==> src/rtl/alu_issue_queue.sv <==
// Operation FIFO and result register in front of the 5-bit shift+ALU stage.
// The head entry drives the ALU; its result is captured on issue and held for the consumer.
module alu_issue_queue #(
    parameter int DEPTH = 4,
    parameter int TAGW  = 3
) (
    input  logic                     clk,
    input  logic                     reset,
    input  logic                     in_valid,
    output logic                     in_ready,
    input  logic [4:0]               in_a,
    input  logic [4:0]               in_b,
    input  logic [2:0]               in_ctrl,
    input  logic [1:0]               in_shift,
    input  logic                     in_dir,
    output logic [4:0]               alu_a,
    output logic [4:0]               alu_b,
    output logic [2:0]               alu_ctrl,
    output logic [1:0]               alu_shift,
    output logic                     alu_dir,
    input  logic [4:0]               alu_result,
    input  logic [3:0]               alu_flags,
    output logic                     out_valid,
    input  logic                     out_ready,
    output logic [4:0]               out_result,
    output logic [3:0]               out_flags,
    output logic [TAGW-1:0]          out_tag,
    output logic                     out_illegal,
    output logic [$clog2(DEPTH):0]   count
);
    localparam int PW = $clog2(DEPTH);
    localparam int CW = PW + 1;
    localparam int EW = 16 + TAGW;
    localparam logic [CW-1:0] FULL = CW'(DEPTH);

    logic [EW-1:0]   mem_q [DEPTH];
    logic [EW-1:0]   mem_d [DEPTH];
    logic [PW-1:0]   wr_ptr_q, wr_ptr_d;
    logic [PW-1:0]   rd_ptr_q, rd_ptr_d;
    logic [CW-1:0]   count_q, count_d;
    logic [TAGW-1:0] tag_q, tag_d;
    logic            out_valid_q, out_valid_d;
    logic [4:0]      out_result_q, out_result_d;
    logic [3:0]      out_flags_q, out_flags_d;
    logic [TAGW-1:0] out_tag_q, out_tag_d;
    logic            out_illegal_q, out_illegal_d;

    logic [EW-1:0]   head;
    logic            empty;
    logic            push;
    logic            issue;
    logic            head_illegal;

    assign head         = mem_q[rd_ptr_q];
    assign empty        = (count_q == '0);
    assign in_ready     = (count_q != FULL);
    assign push         = in_valid & in_ready;
    assign issue        = ~empty & (~out_valid_q | out_ready);
    assign head_illegal = (head[12:11] == 2'b11);

    assign alu_a     = empty ? 5'd0 : head[4:0];
    assign alu_b     = empty ? 5'd0 : head[9:5];
    assign alu_ctrl  = empty ? 3'd0 : head[12:10];
    assign alu_shift = empty ? 2'd0 : head[14:13];
    assign alu_dir   = empty ? 1'b0 : head[15];

    assign out_valid   = out_valid_q;
    assign out_result  = out_result_q;
    assign out_flags   = out_flags_q;
    assign out_tag     = out_tag_q;
    assign out_illegal = out_illegal_q;
    assign count       = count_q;

    always_comb begin
        mem_d         = mem_q;
        wr_ptr_d      = wr_ptr_q;
        rd_ptr_d      = rd_ptr_q;
        count_d       = count_q;
        tag_d         = tag_q;
        out_valid_d   = out_valid_q;
        out_result_d  = out_result_q;
        out_flags_d   = out_flags_q;
        out_tag_d     = out_tag_q;
        out_illegal_d = out_illegal_q;

        if (push) begin
            mem_d[wr_ptr_q] = {tag_q, in_dir, in_shift, in_ctrl, in_b, in_a};
            wr_ptr_d        = wr_ptr_q + PW'(1);
            tag_d           = tag_q + TAGW'(1);
        end

        if (issue) begin
            rd_ptr_d      = rd_ptr_q + PW'(1);
            out_valid_d   = 1'b1;
            out_tag_d     = head[16 +: TAGW];
            out_illegal_d = head_illegal;
            // Illegal codes report a fixed zero result instead of the ALU output
            out_result_d  = head_illegal ? 5'd0 : alu_result;
            out_flags_d   = head_illegal ? 4'b0100 : alu_flags;
        end else if (out_ready) begin
            out_valid_d = 1'b0;
        end

        case ({push, issue})
            2'b10:   count_d = count_q + CW'(1);
            2'b01:   count_d = count_q - CW'(1);
            default: count_d = count_q;
        endcase
    end

    always_ff @(posedge clk) begin
        mem_q <= mem_d;
    end

    always_ff @(posedge clk) begin
        if (reset) begin
            wr_ptr_q      <= '0;
            rd_ptr_q      <= '0;
            count_q       <= '0;
            tag_q         <= '0;
            out_valid_q   <= 1'b0;
            out_result_q  <= '0;
            out_flags_q   <= '0;
            out_tag_q     <= '0;
            out_illegal_q <= 1'b0;
        end else begin
            wr_ptr_q      <= wr_ptr_d;
            rd_ptr_q      <= rd_ptr_d;
            count_q       <= count_d;
            tag_q         <= tag_d;
            out_valid_q   <= out_valid_d;
            out_result_q  <= out_result_d;
            out_flags_q   <= out_flags_d;
            out_tag_q     <= out_tag_d;
            out_illegal_q <= out_illegal_d;
        end
    end
endmodule

==> config.mk <==
export PLATFORM = sky130hd
export DESIGN_NAME = alu_issue_queue
export DESIGN_NICKNAME = d
export VERILOG_FILES = /design/src/rtl/alu_issue_queue.sv
export SDC_FILE = /design/constraint.sdc
export NUM_CORES = 1
export LEC_CHECK = 0
export CORE_ASPECT_RATIO = 1.4
export CORE_MARGIN = 2
export CORE_UTILIZATION = 45
export CTS_CLUSTER_SIZE = 20
export DETAILED_ROUTE_END_ITERATION = 10
export HOLD_SLACK_MARGIN = 0.15
export PLACE_DENSITY_LB_ADDON = 0.25
export SLEW_MARGIN = 10
export SYNTH_ARGS = -nofsm -noshare
export SYNTH_HDL_FRONTEND = slang
export SYNTH_SLANG_ARGS = --single-unit
==> constraint.sdc <==
create_clock -name clk -period 2.5 [get_ports clk]
set_input_delay 0.5 -clock clk [delete_from_list [all_inputs] [get_ports clk]]
set_output_delay 0.5 -clock clk [all_outputs]
set_load 0.02 [all_outputs]
==> results.toml, run 1 <==
[logic_synthesis]
synth_seq_cells = 100
yosys_warnings = 0
synth-seq-area-share_pct = 68.0
syn_area_per_cell_um2 = 16.4
synth_area_um2 = 4060
netlist_instances = 248
post_synth_num_cell_types = 31
syn_nets = 284

[placed_design]
gp_congestion = 0.758
io_buffers = 62
dpl.hpwl_mm = 4.98

[cells_and_area]
synthToLayoutAreaGrowth_pct = 29.8
num_antenna_cells = 0
final_cell_mix = "76 x edfxtp_1, 46 x clkdlybuf4s50_1, 23 x dfxtp_1"
mostFrequentLayoutCell = "edfxtp_1"
nets = 367
drive_above_1_share_pct = 14.3

[job]
drv_cap = 0

[critical_path]
endpoint = "alu_b[1]"
cp.arrival_ns = 1.93
end_kind = "primary output"
path_class = "reg2out"
worstSetupStartpoint = "rd_ptr_q[0]$_SDFFE_PP0P_"
r2r_start = "count[2]$_SDFFE_PP0P_"
required_ns = 2.00
reg2reg_slack_ns = 0.32
path_max_fanout = 8
r2r_cells = 9
rr_endpoint = "count[2]$_SDFFE_PP0P_"
startpoint_type = "register"

[global_route]
grtUsageTotal_pct = 16.0
grt_pass1_wl_mm = 11.8
grt_remaining_overflow = 0
first_global_vias = 2369
antenna_found_initial = 0
grt_start_max_net_pins = 26

[clock_network]
root_buffer = "clkbuf_16"
clock_sinks = 100
cts_tree = "done"
clock_latency_ns = 0.34
htree_levels = 3
clock_path_buffers = 2
cts_buffers = 9
clkTransAtPathRegs_ns = 0.06

[worst_hold_path]
hp-class = "reg2reg"

[route]
routed-wl-met2_mm = 3.95
firstDrtPassIters = 4
met3_length_um = 358
drt_iter0_drc = 132
top_layer = "met4"
routed_wl_mm = 7.55
vias = 2346
m1WireLength_mm = 3.11
final_antenna_net_count = 0
viasPerCell = 5.30
drc = 0
post_drt_wl_per_cell_um = 17.0

[power]
p_int_w = 0.00407
power_density_nw_per_um2 = 1120
switching_share_pct = 31.2
p_clk_share_pct = 26.1
seqPwrFrac_pct = 36.6
p_leak_nw = 1.90
peakVddDrop_mv = 0.743
power.switching_w = 0.00185
pwr-share-comb_pct = 37.3
total_power_w = 0.00592

[floorplan]
die-width_um = 84.3
die-area_um2 = 9810
rows = 41
coreArea_um2 = 8870
start_util_pct = 45.7
io_pins = 63
die_height_um = 116

[sta]
rsz0062_at_grt = "false"
worstMarginPinSlew_ns = 0.563
fin_crit_ns = 2.43
clock_skew_ns = 0.00467
fin_setup_tns_ns = 0
setup_viol = 0
relSlewSlack_pct = 62.5
finalHoldViolations = 0
fmax_mhz = 412
period_share_pct = 97.2
slew_violations = 0

[outcome]
status = "complete, no violations"
## worst min path at each step
| stage | endpoint | depth (start not counted) | startpoint | slack (ns) |
|---|---|---|---|---|
| floorplan | mem_q[18]$_DFFE_PP_ | 0 | tag_q[2]$_SDFFE_PP0P_ | 0.47 |
| global placement | out_result[1]$_SDFFE_PP0P_ | 2 | out_result[1]$_SDFFE_PP0P_ | 0.46 |
| detailed placement | out_result[0]$_SDFFE_PP0P_ | 2 | out_result[0]$_SDFFE_PP0P_ | 0.46 |
| CTS | out_result[0]$_SDFFE_PP0P_ | 2 | out_result[0]$_SDFFE_PP0P_ | 0.47 |
| global route | out_illegal$_SDFFE_PP0P_ | 2 | out_illegal$_SDFFE_PP0P_ | 0.51 |
| finish | out_result[0]$_SDFFE_PP0P_ | 2 | out_result[0]$_SDFFE_PP0P_ | 0.47 |
## worst max-delay path, cell delays in order (launching register included)
cell,delay (ns)
dfxtp_2,0.38
clkbuf_16,0.18
mux4_1,0.53
and2_1,0.17
dlygate4sd2_1,0.32
## sequential cells by signal (all words and copies together) (netlist names)
signal / count
wr_ptr_q: 2
out_result: 5
rd_ptr_q: 2
out_valid: 1
tag_q: 3
out_tag: 3
out_flags: 4
mem_q: 76
count: 3
out_illegal: 1
## Yosys cell counts
| cell type | number | area (um2) |
|---|---|---|
| nand3_1 | 7 | 35.0 |
| or3_1 | 3 | 18.8 |
| xor2_1 | 2 | 17.5 |
| mux4_2 | 1 | 22.5 |
| inv_1 | 16 | 60.1 |
| nor3b_2 | 1 | 12.5 |
| o32ai_1 | 8 | 70.1 |
| and2_1 | 17 | 106 |
| inv_4 | 1 | 6.26 |
| and3_1 | 4 | 25.0 |
| nand2b_1 | 1 | 6.26 |
| nand4_1 | 9 | 56.3 |
| ha_1 | 6 | 75.1 |
| a211oi_1 | 1 | 7.51 |
| clkbuf_1 | 9 | 33.8 |
| mux4_1 | 18 | 473 |
| o21ai_0 | 10 | 50.1 |
| o31ai_1 | 2 | 15.0 |
| buf_12 | 1 | 20.0 |
| edfxtp_1 | 76 | 2280 |
| nor2_1 | 4 | 15.0 |
| a21oi_1 | 16 | 80.1 |
| or4_1 | 2 | 15.0 |
| fa_1 | 1 | 20.0 |
| buf_2 | 2 | 10.0 |
| buf_6 | 2 | 22.5 |
| dfxtp_1 | 24 | 480 |
| nor3_2 | 1 | 10.0 |
| nor2b_1 | 1 | 6.26 |
| nand2_1 | 1 | 3.75 |
| clkinv_1 | 1 | 3.75 |
## kinds of logic after synthesis
logic type / after synthesis / synth area share, %
adder cells (fa/ha/maj): 7 / 2.34
AO/OA/AOI/OAI: 37 / 5.49
multiplexers: 19 / 12.2
AND/OR/NAND/NOR: 51 / 7.64
XOR/XNOR: 2 / 0.432
buffers and inverters: 32 / 3.85
flip-flops: 100 / 68.0
## metrics by stage
| step | instances | utilization [%] | instance area (um2) | setup slack [ns] | hold slack [ns] |
|---|---|---|---|---|---|
| global route | 443 | 59.4 | 5270 | 0.00723 | 0.512 |
| finish | 443 | 59.4 | 5270 | 0.0712 | 0.473 |
| global placement | 423 | 55.3 | 4900 | 0.0524 | 0.461 |
| detailed placement | 423 | 55.3 | 4900 | 0.00973 | 0.464 |
| floorplan | 248 | - | 4060 | 0.0717 | 0.474 |
| CTS | 439 | 58.8 | 5220 | 0.00767 | 0.474 |
## layout make-up
cell class | count | area, um2
Fill cell | 678 | 3600
Sequential cell | 100 | 2760
Multi-Input combinational cell | 116 | 1140
Timing Repair Buffer | 86 | 823
Clock buffer | 9 | 225
Tap cell | 107 | 134
Clock inverter | 7 | 114
Inverter | 18 | 71.3
## power by group through the flow
stage                     combinational (W)  sequential [W]  clock [W]
final                               0.00220         0.00217    0.00154
after global routing                0.00238         0.00220    0.00167
after CTS                           0.00217         0.00216    0.00159
after detailed placement            0.00227         0.00219          0
after global placement              0.00225         0.00218          0
after floorplan                     0.00123         0.00230          0
## metal layers
layer	up-vias	track usage [%]
li1	1139	-
met1	1136	19.0
met2	63	27.6
met3	8	4.45
met4	0	7.10
met5	-	0
## what timing repair did
item | 4_1_cts | 5_1_grt
hold buffers | 0 | 0
endpoints found under the setup margin | 17 | 16
hold endpoints to repair | 0 | 0
cloned | 0 | 1
resized for setup | 19 | 1
setup buffers | 0 | 3
pin swaps | 0 | 0
No activity file was read; power rests on OpenSTA's default activity.
==> inputs of run 2 (changes only) <==
Settings changed: CORE_MARGIN 2 to 8.
==> run 2 against run 1 <==
  * Global-route usage decreased by 2.4 points
  * Power is 0.21% lower
  * Wire length grew 7.8%
  * Clock power is essentially flat
  * Sequential power is essentially flat
  * Via count grew 1.8%
  * Worst setup slack lost 0.035 ns
  * Register-to-register slack barely moved
  * Flip-flop and latch count unchanged
  * Worst hold slack better by 0.00054 ns
  * Non-clock buffer count down 5
  * Critical path type unchanged
  * Highest routed layer unchanged
==> results.toml, run 2 (same netlist as run 1, synthesis figures left out) <==
[global_route]
antenna_found_initial = 0
first_global_vias = 2517
grt_start_max_net_pins = 26
grt_remaining_overflow = 0
grt_pass1_wl_mm = 12.5
grtUsageTotal_pct = 13.7

[cells_and_area]
nets = 362
synthToLayoutAreaGrowth_pct = 28.9
fin_cells = 438
top_register = "mem_q"
mostFrequentLayoutCell = "edfxtp_1"
largest_reg_flops = 76
drive_above_1_share_pct = 12.1
final_cell_mix = "76 x edfxtp_1, 46 x clkdlybuf4s50_1, 23 x dfxtp_1"
num_antenna_cells = 0

[outcome]
status = "complete, no violations"

[sta]
fmax_mhz = 406
finalHoldViolations = 0
slew_violations = 0
fin_crit_ns = 2.46
period_share_pct = 98.5
setup_ws_ns = 0.0367
worstMarginPinSlew_ns = 0.600
relSlewSlack_pct = 60.0
fin_setup_tns_ns = 0
setup_viol = 0
clock_skew_ns = 0.00482

[worst_hold_path]
hp-start = "out_flags[3]$_SDFFE_PP0P_"
min_to = "out_flags[3]$_SDFFE_PP0P_"
whs_path_depth = 2
hp-class = "reg2reg"

[clock_network]
clkTransAtPathRegs_ns = 0.06
clock_path_buffers = 2
clock_sinks = 100
root_buffer = "clkbuf_16"
cts_buffers = 9
clock_latency_ns = 0.34
htree_levels = 3
postCtsHoldBufs = 0
cts_tree = "done"

[placed_design]
dpl.hpwl_mm = 5.17
io_buffers = 62
dp.cells = 420
gp_congestion = 0.709
place_ws_ns = 0.00150

[critical_path]
slowest_delay_ns = 0.61
startpoint_type = "register"
required_ns = 2.00
r2r_cells = 9
reg2reg_slack_ns = 0.31
path_max_fanout = 11
end_kind = "primary output"
r2r_start = "count[2]$_SDFFE_PP0P_"
rr_endpoint = "count[2]$_SDFFE_PP0P_"
slowest_stage = "mux4_1"
worstPathCellList = "buf_12 > mux4_1 > and2_1 > clkdlybuf4s15_1"
cp.arrival_ns = 1.96
path_class = "reg2out"

[floorplan]
die-area_um2 = 12400
die_height_um = 128
coreArea_um2 = 8870
start_util_pct = 45.7
rows = 41
die-width_um = 96.3
io_pins = 63

[power]
total_power_w = 0.00590
p_leak_nw = 1.87
power_density_nw_per_um2 = 1130
peakVddDrop_mv = 0.590

[route]
routed-wl-met2_mm = 4.15
drc = 0
met3_length_um = 451
routed_wl_mm = 8.14
drt_iter0_drc = 138
post_drt_wl_per_cell_um = 18.6
vias = 2389
firstDrtPassIters = 4
viasPerCell = 5.45
final_antenna_net_count = 0
m1WireLength_mm = 3.34
top_layer = "met4"

[job]
drv_cap = 0
==> run 2: cell count changes in the layout (fill, tap and decap cells not counted), sizes merged <==
cell	delta
dlygate4sd2	-1
buf	-5
clkdlybuf4s15	+1
inv	-1
clkbuf	+1
==> run 2: final cells by class <==
cell class                 instances  area [um2]
clock buffer                      10         229
clock inverter                     6         104
fill                             676        3640
inverter                          18        71.3
multi-input combinational        116        1140
sequential                       100        2760
tap                              107         134
timing repair buffer              81         787
==> run 2: metal layers <==
metal | GRT usage, % | up-vias
met4 | 8.08 | 0
li1 | - | 1126
met2 | 22.6 | 64
met3 | 3.15 | 13
met5 | 0 | -
met1 | 15.5 | 1186
==> run 2: how the worst max path moves through the flow <==
stage | end | startpoint | slack, ns | depth (start not counted)
floorplan | count[2]$_SDFFE_PP0P_ | count[2]$_SDFFE_PP0P_ | 0.07 | 9
global placement | count[2]$_SDFFE_PP0P_ | out_ready | 0.04 | 9
detailed placement | count[2]$_SDFFE_PP0P_ | out_ready | 0.001 | 9
CTS | alu_ctrl[1] | rd_ptr_q[0]$_SDFFE_PP0P_ | -0.0006 | 4
global route | alu_ctrl[1] | rd_ptr_q[0]$_SDFFE_PP0P_ | -0.04 | 4
finish | alu_ctrl[1] | rd_ptr_q[0]$_SDFFE_PP0P_ | 0.04 | 4
==> run 2: repair_timing <==
action / CTS / global route
buffers inserted: 0 / 1
setup endpoints to repair: 17 / 16
cloned: 0 / 1
resized for setup: 18 / 2
==> run 2: stage by stage <==
step	instance area (um2)	hold WS, ns	utilization [%]
floorplan	4060	0.474	-
global route	5230	0.504	59.0
CTS	5200	0.475	58.6
finish	5230	0.473	59.0
global placement	4880	0.459	55.0
detailed placement	4880	0.465	55.0
==> run 2: power by group <==
group	internal [W]	switching, W
clock network	0.000971	0.000562
registers	0.00204	0.000123
logic	0.00102	0.00119
total	0.00403	0.00187
==> run 2: critical path: cells and delay by family, from the launching register on <==
kind / cells / cell delay, ns
AND/OR/NAND/NOR: 1 / 0.18
buffers and inverters: 2 / 0.45
multiplexers: 1 / 0.61
flip-flops: 1 / 0.37
==> inputs of run 3 (changes only) <==
Settings changed: ABC_AREA from default to 1.
==> run 3 against run 2 <==
  * Sequential share of layout area up 1.3 points
  * Combinational power up 8%
  * Fmax up 6.2%
  * Flip-flop and latch count unchanged
  * Die area down 1.2%
  * Largest power group unchanged
==> results.toml, run 3 <==
[outcome]
status = "complete, no violations"

[power]
peakVddDrop_mv = 0.690
power.switching_w = 0.00209
p_clk_share_pct = 22.6
power_density_nw_per_um2 = 1160
p_int_w = 0.00381
seqPwrFrac_pct = 37.2
pwr-share-comb_pct = 40.2
p_leak_nw = 2.03
switching_share_pct = 35.5

[clock_network]
cts_tree = "done"
cts_buffers = 9
root_buffer = "clkbuf_16"
clock_path_buffers = 2
clock_latency_ns = 0.34
cts_setup_buffers = 0
clock_sinks = 100
htree_levels = 3
cts_resized = 8
clkTransAtPathRegs_ns = 0.06
postCtsHoldBufs = 0

[sta]
hold_ws_ns = 0.521
fin_crit_ns = 2.32
setup_viol = 0
worstMarginPinSlew_ns = 0.646
period_share_pct = 92.8
relSlewSlack_pct = 56.9
rsz0062_at_grt = "false"
fin_setup_tns_ns = 0
fmax_mhz = 431
clock_skew_ns = 0.00454
slew_violations = 0
finalHoldViolations = 0

[critical_path]
startpoint_type = "register"
rr_endpoint = "count[2]$_SDFFE_PP0P_"
cp.arrival_ns = 1.82
slowest_stage = "dfxtp_1"
required_ns = 2.00
path_class = "reg2out"
r2r_start = "count[1]$_SDFFE_PP0P_"
reg2reg_slack_ns = 0.58
end_kind = "primary output"
r2r_cells = 11
slowest_delay_ns = 0.40
cp_common_cell = "nor2_1"
worstPathCellList = "buf_4 > nor2_1 > nor2_1 > o21ai_0 > a21oi_1 > dlygate4sd2_1"
path_max_fanout = 21

[floorplan]
coreArea_um2 = 8610
io_pins = 63
rows = 40
die_height_um = 128
die-width_um = 95.7
die-area_um2 = 12200
start_util_pct = 46.5

[route]
vias = 2740
firstDrtPassIters = 4
routed_wl_mm = 8.57
drc = 0
viasPerCell = 5.07
drt_iter0_drc = 185
final_antenna_net_count = 0
post_drt_wl_per_cell_um = 15.9

[cells_and_area]
nets = 466
synthToLayoutAreaGrowth_pct = 27.4
final_util_pct = 59.3
largest_reg_flops = 76
num_antenna_cells = 0
mostFrequentLayoutCell = "edfxtp_1"
fin_cells = 540
final_cell_mix = "76 x edfxtp_1, 73 x nor2_1, 54 x o21ai_0"
top_register = "mem_q"
drive_above_1_share_pct = 9.89
final.fill_count = 721

[worst_hold_path]
hp-start = "out_result[3]$_SDFFE_PP0P_"
min_to = "out_result[3]$_SDFFE_PP0P_"
whs_path_depth = 2
hp-class = "reg2reg"

[job]
drv_cap = 0

[logic_synthesis]
synth_edf_count = 76
netlist_instances = 358
synth_flop_cell = "edfxtp_1"
yosys_warnings = 0
synth-seq-area-share_pct = 69.0
synth_seq_cells = 100
async_flop_share_pct = 0
yosysTopAreaCellShare_pct = 57.0
synth_top_cell_by_area = "edfxtp_1"
synthTopCellsByArea = "edfxtp_1 57%, dfxtp_1 12%, nor2_1 7.2%"
synth_area_um2 = 4010
syn_nets = 394
post_synth_num_cell_types = 23
synth_most_common_cell = "nor2_1"
syn_area_per_cell_um2 = 11.2
netlist_top_cells_count = "77 x nor2_1, 76 x edfxtp_1, 54 x o21ai_0"

[global_route]
first_global_vias = 2791
grt_remaining_overflow = 0
antenna_found_initial = 0
grt_pass1_wl_mm = 13.9
grtUsageTotal_pct = 14.9
grt_start_max_net_pins = 24

[placed_design]
dp.cells = 524
gp_congestion = 0.728
dpl.hpwl_mm = 5.78
io_buffers = 62
==> run 3: cell count changes in the layout (fill, tap and decap cells not counted), sizes merged, moves of 7 or more <==
cell | before | now
mux4 | 19 | 0
o32ai | 8 | 0
inv | 17 | 27
a21oi | 16 | 34
nand2 | 1 | 24
nand4 | 9 | 0
dlygate4sd2 | 15 | 8
dlymetal6s2s | 0 | 8
o21ai | 10 | 57
and2 | 17 | 0
nor2 | 4 | 77
==> run 3: stage by stage <==
stage / setup slack [ns] / power (W) / cell area, um2
3_5_place_dp: 0.0602 / 0.00471 / 4800
4_1_cts: 0.000513 / 0.00600 / 5080
6_report: 0.180 / 0.00590 / 5100
2_1_floorplan: 0.226 / 0.00367 / 4010
3_3_place_gp: 0.149 / 0.00466 / 4800
5_1_grt: 0.0286 / 0.00628 / 5100
==> run 3: worst max path at each step <==
stage | startpoint | to | slack, ns
3_5_place_dp | out_ready | count[2]$_SDFFE_PP0P_ | 0.06
3_3_place_gp | out_ready | count[2]$_SDFFE_PP0P_ | 0.15
4_1_cts | rd_ptr_q[0]$_SDFFE_PP0P_ | alu_b[1] | 0.0005
6_report | rd_ptr_q[0]$_SDFFE_PP0P_ | alu_ctrl[0] | 0.18
2_1_floorplan | count[1]$_SDFFE_PP0P_ | mem_q[0]$_DFFE_PP_ | 0.23
5_1_grt | rd_ptr_q[0]$_SDFFE_PP0P_ | alu_ctrl[0] | 0.03
==> run 3: power by group through the flow <==
stage                     logic (W)  clock network (W)  registers (W)
after floorplan             0.00131                  0        0.00236
after global placement      0.00244                  0        0.00221
after detailed placement    0.00248                  0        0.00223
after CTS                   0.00243            0.00137        0.00219
after global routing        0.00263            0.00143        0.00223
final                       0.00237            0.00133        0.00220
==> run 3: cell families (layout without fill, tap and decap cells) <==
family,after synthesis,count (layout),share of synthesized area (%)
and+or+nand+nor,111,111,11.5
adders and majority gates,7,7,2.37
buffers and inverters,46,123,5.34
AOI/OAI and AO/OA,94,94,11.8
DFF,100,100,69.0
==> run 3: final cells by class <==
| type | instances | area [um2] | share of cell area, % |
|---|---|---|---|
| multi-input combinational | 212 | 1040 | 20.3 |
| sequential | 100 | 2760 | 54.1 |
| inverter | 28 | 108 | 2.11 |
| timing repair buffer | 79 | 774 | 15.2 |
| tap | 105 | 131 | 2.57 |
| clock buffer | 14 | 254 | 4.98 |
| clock inverter | 2 | 35.0 | 0.686 |
==> run 3: per-layer routing <==
metal / vias up / part of all wire (%) / track usage [%]
met1: 1281 / 40 / 16.9
met3: 7 / 7.6 / 5.69
li1: 1371 / - / -
met2: 81 / 51 / 24.7
met4: 0 / 1.2 / 5.45
met5: - / 0 / 0
==> run 3: worst max-delay path, delay by kind of cell (launching register included) <==
kind | cells | cell delay, ns
buf+inv | 2 | 0.64
flops | 1 | 0.40
compound gates | 2 | 0.28
simple gates | 2 | 0.15
==> edit (config.mk and constraints of run 3) <==
`out_result_q` no longer has a reset.
--- a/src/rtl/alu_issue_queue.sv
+++ b/src/rtl/alu_issue_queue.sv
@@ -119,7 +119,6 @@
             count_q       <= '0;
             tag_q         <= '0;
             out_valid_q   <= 1'b0;
-            out_result_q  <= '0;
             out_flags_q   <= '0;
             out_tag_q     <= '0;
             out_illegal_q <= 1'b0;
@@ -129,11 +128,14 @@
             count_q       <= count_d;
             tag_q         <= tag_d;
             out_valid_q   <= out_valid_d;
-            out_result_q  <= out_result_d;
             out_flags_q   <= out_flags_d;
             out_tag_q     <= out_tag_d;
             out_illegal_q <= out_illegal_d;
         end
     end
+
+    always_ff @(posedge clk) begin
+        out_result_q <= out_result_d;
+    end
 endmodule
 
Function: differs if reset is asserted again (counterexample within 4 cycles, from zero or initial values and one cycle with reset high); with reset held inactive, the same outputs for 4 cycles.
==> edit against run 3 <==
  * Area after synthesis is 1.4% higher
  * Setup slack better by 0.022 ns
  * Wire length fell by 3.8%
  * Design area down 0.81%
  * Fmax increased by 0.95%
  * Worst hold slack better by 0.0046 ns
  * Cell count shrank 0.74%
  * Sequential cell count is the same
  * Via count is 1.7% lower
  * Die area rose by 1.2%
  * Synthesized cell count shrank 1.1%
  * Combinational power is 4% lower
  * Sequential share of layout area up 1.4 points
  * Power down 2.7%
==> edit: results (changes against run 3) <==
| Metric | Value |
|---|---|
| GR Util All Layers | 14.2% (was 14.9%) |
| Post-DP HPWL | 5460 um (was 5780 um) |
| CTS Root Cell | clkbuf_16 (unchanged) |
| Met1 wire length | 3210 um (was 3460 um) |
| Layout cells sized above 1 | 10.0% (was 9.89%) |
| Leak | 1.97 nW (was 2.03 nW) |
| Cell family with most CP delay | buffers and inverters (unchanged) |
| Layout Skew | 0.00627 ns (was 0.00454 ns) |
| CP arrival | 1.80 ns (was 1.82 ns) |
| GPL Wtd Cong | 0.758 (was 0.728) |
| H-tree depth | 3 (unchanged) |
| Yosys cell types | 25 (was 23) |
| Maximum fanout along the worst path | 17 (was 21) |
| NetSw | 2.07 mW (was 2.09 mW) |
| Inserted Diodes | 0 (unchanged) |
| Comb power frac | 39.5% (was 40.2%) |
| Top sig layer | met4 (unchanged) |
| Commonest cells post-synth | nor2_1, edfxtp_1, o21ai_0 (unchanged) |
| Register clock-pin slew on the reported worst setup and hold paths | 0.06 ns (about the same) |
| Yosys warnings | 0 (unchanged) |
| Post-synthesis sequential area ratio | 69.2% (was 69.0%) |
| Number of global-route vias before repair | 2,799 (was 2,791) |
| Slowest cell on the critical path | dfxtp_1 (unchanged) |
| Top reg by flops | mem_q (unchanged) |
| Met2 routed WL | 4350 um (about the same) |
| Post-cts resize count | 18 (was 8) |
| Sw Share | 36.0% (was 35.5%) |
| Worst path max stage delay | 0.42 ns (was 0.40 ns) |
| Synth top area cells | edfxtp_1, dfxtp_1, nor2_1 (unchanged) |
| Pin count of the biggest net entering global routing | 23 (was 24) |
| Drt pass-1 iters | 4 (unchanged) |
| # port buffers | 62 (unchanged) |
| Total Nets Final | 460 (was 466) |
| Wirelength, routed | 8240 um (was 8570 um) |
| Iter 0 DRT Violations | 124 (was 185) |
| Worst skew pair latency | 0.33 ns |
| DR vias/cell | 5.02 (was 5.07) |
| Syn nets | 390 (was 394) |
| EDFF count, synth | 81 (was 76) |
| Worst hold path class | reg -> reg (unchanged) |
| Status | finished clean (unchanged) |
| Max reg flops | 76 (unchanged) |
| Most used DFF post-synth | edfxtp_1 (unchanged) |
| Filler instances | 742 (was 721) |
| Power share of the clock group | 21.7% (was 22.6%) |
| VDD IR max | 0.647 mV (was 0.690 mV) |
| Post-synth ARST share | 0% (unchanged) |
| First-pass GRT wire length | 13,300 um (was 13,900 um) |
| Antenna violations before repair | 0 (unchanged) |
| CTS Buf Count | 9 (unchanged) |
| Met3 WL | 446 um (was 655 um) |
| Largest buffer count on any clock path | 2 (unchanged) |
| Slew @ Worst Pin | 0.451 ns (was 0.646 ns) |
[edit: cell types whose count changed after synthesis, moves of 2 or more]
cell,change
nand2_1,-7
inv_1,+7
o21ai_0,-5
a21oi_1,-7
buf_8,+2
dfxtp_1,-5
edfxtp_1,+5
buf_2,-6
nor2_1,+7
[edit: layer usage]
layer | vias to the layer above | global-route usage [%]
met4 | 0 | 7.69
li1 | 1349 | -
met3 | 14 | 3.32
met2 | 67 | 25.5
met1 | 1263 | 14.7
met5 | - | 0
[edit: layout make-up]
| class | count | area (um2) | share of cell area [%] |
|---|---|---|---|
| Sequential cell | 100 | 2810 | 55.6 |
| Clock buffer | 14 | 264 | 5.22 |
| Clock inverter | 2 | 10.0 | 0.198 |
| Multi-Input combinational cell | 202 | 996 | 19.7 |
| Timing Repair Buffer | 75 | 706 | 13.9 |
| Inverter | 36 | 140 | 2.77 |
| Tap cell | 107 | 134 | 2.64 |
[edit: path summary, 6_finish.rpt]
kind,from,to,slack (ns),cells past startpoint
setup / recovery,rd_ptr_q[0],alu_a[1],0.20,6
hold / removal,wr_ptr_q[1],wr_ptr_q[1],0.53,2
setup reg to reg,count[1],count[2],0.58,11
hold reg to reg,wr_ptr_q[1],wr_ptr_q[1],0.53,2
[edit: per-stage QoR]
step | cells | cell area (um2) | setup slack, ns
after global routing | 536 | 5060 | 0.00301
after detailed placement | 520 | 4800 | 0.0388
after global placement | 520 | 4800 | 0.141
after CTS | 536 | 5060 | 0.00913
after floorplan | 354 | 4060 | 0.192
final | 536 | 5060 | 0.202
[edit: kinds of logic (layout without fill, tap and decap cells)]
kind of cell / after synthesis / after routing / share of synthesized area [%]
simple gates: 113 / 113 / 11.7
flops: 100 / 100 / 69.2
compound gates: 82 / 82 / 10.2
buf+inv: 52 / 127 / 6.50
fa+ha+maj: 7 / 7 / 2.34
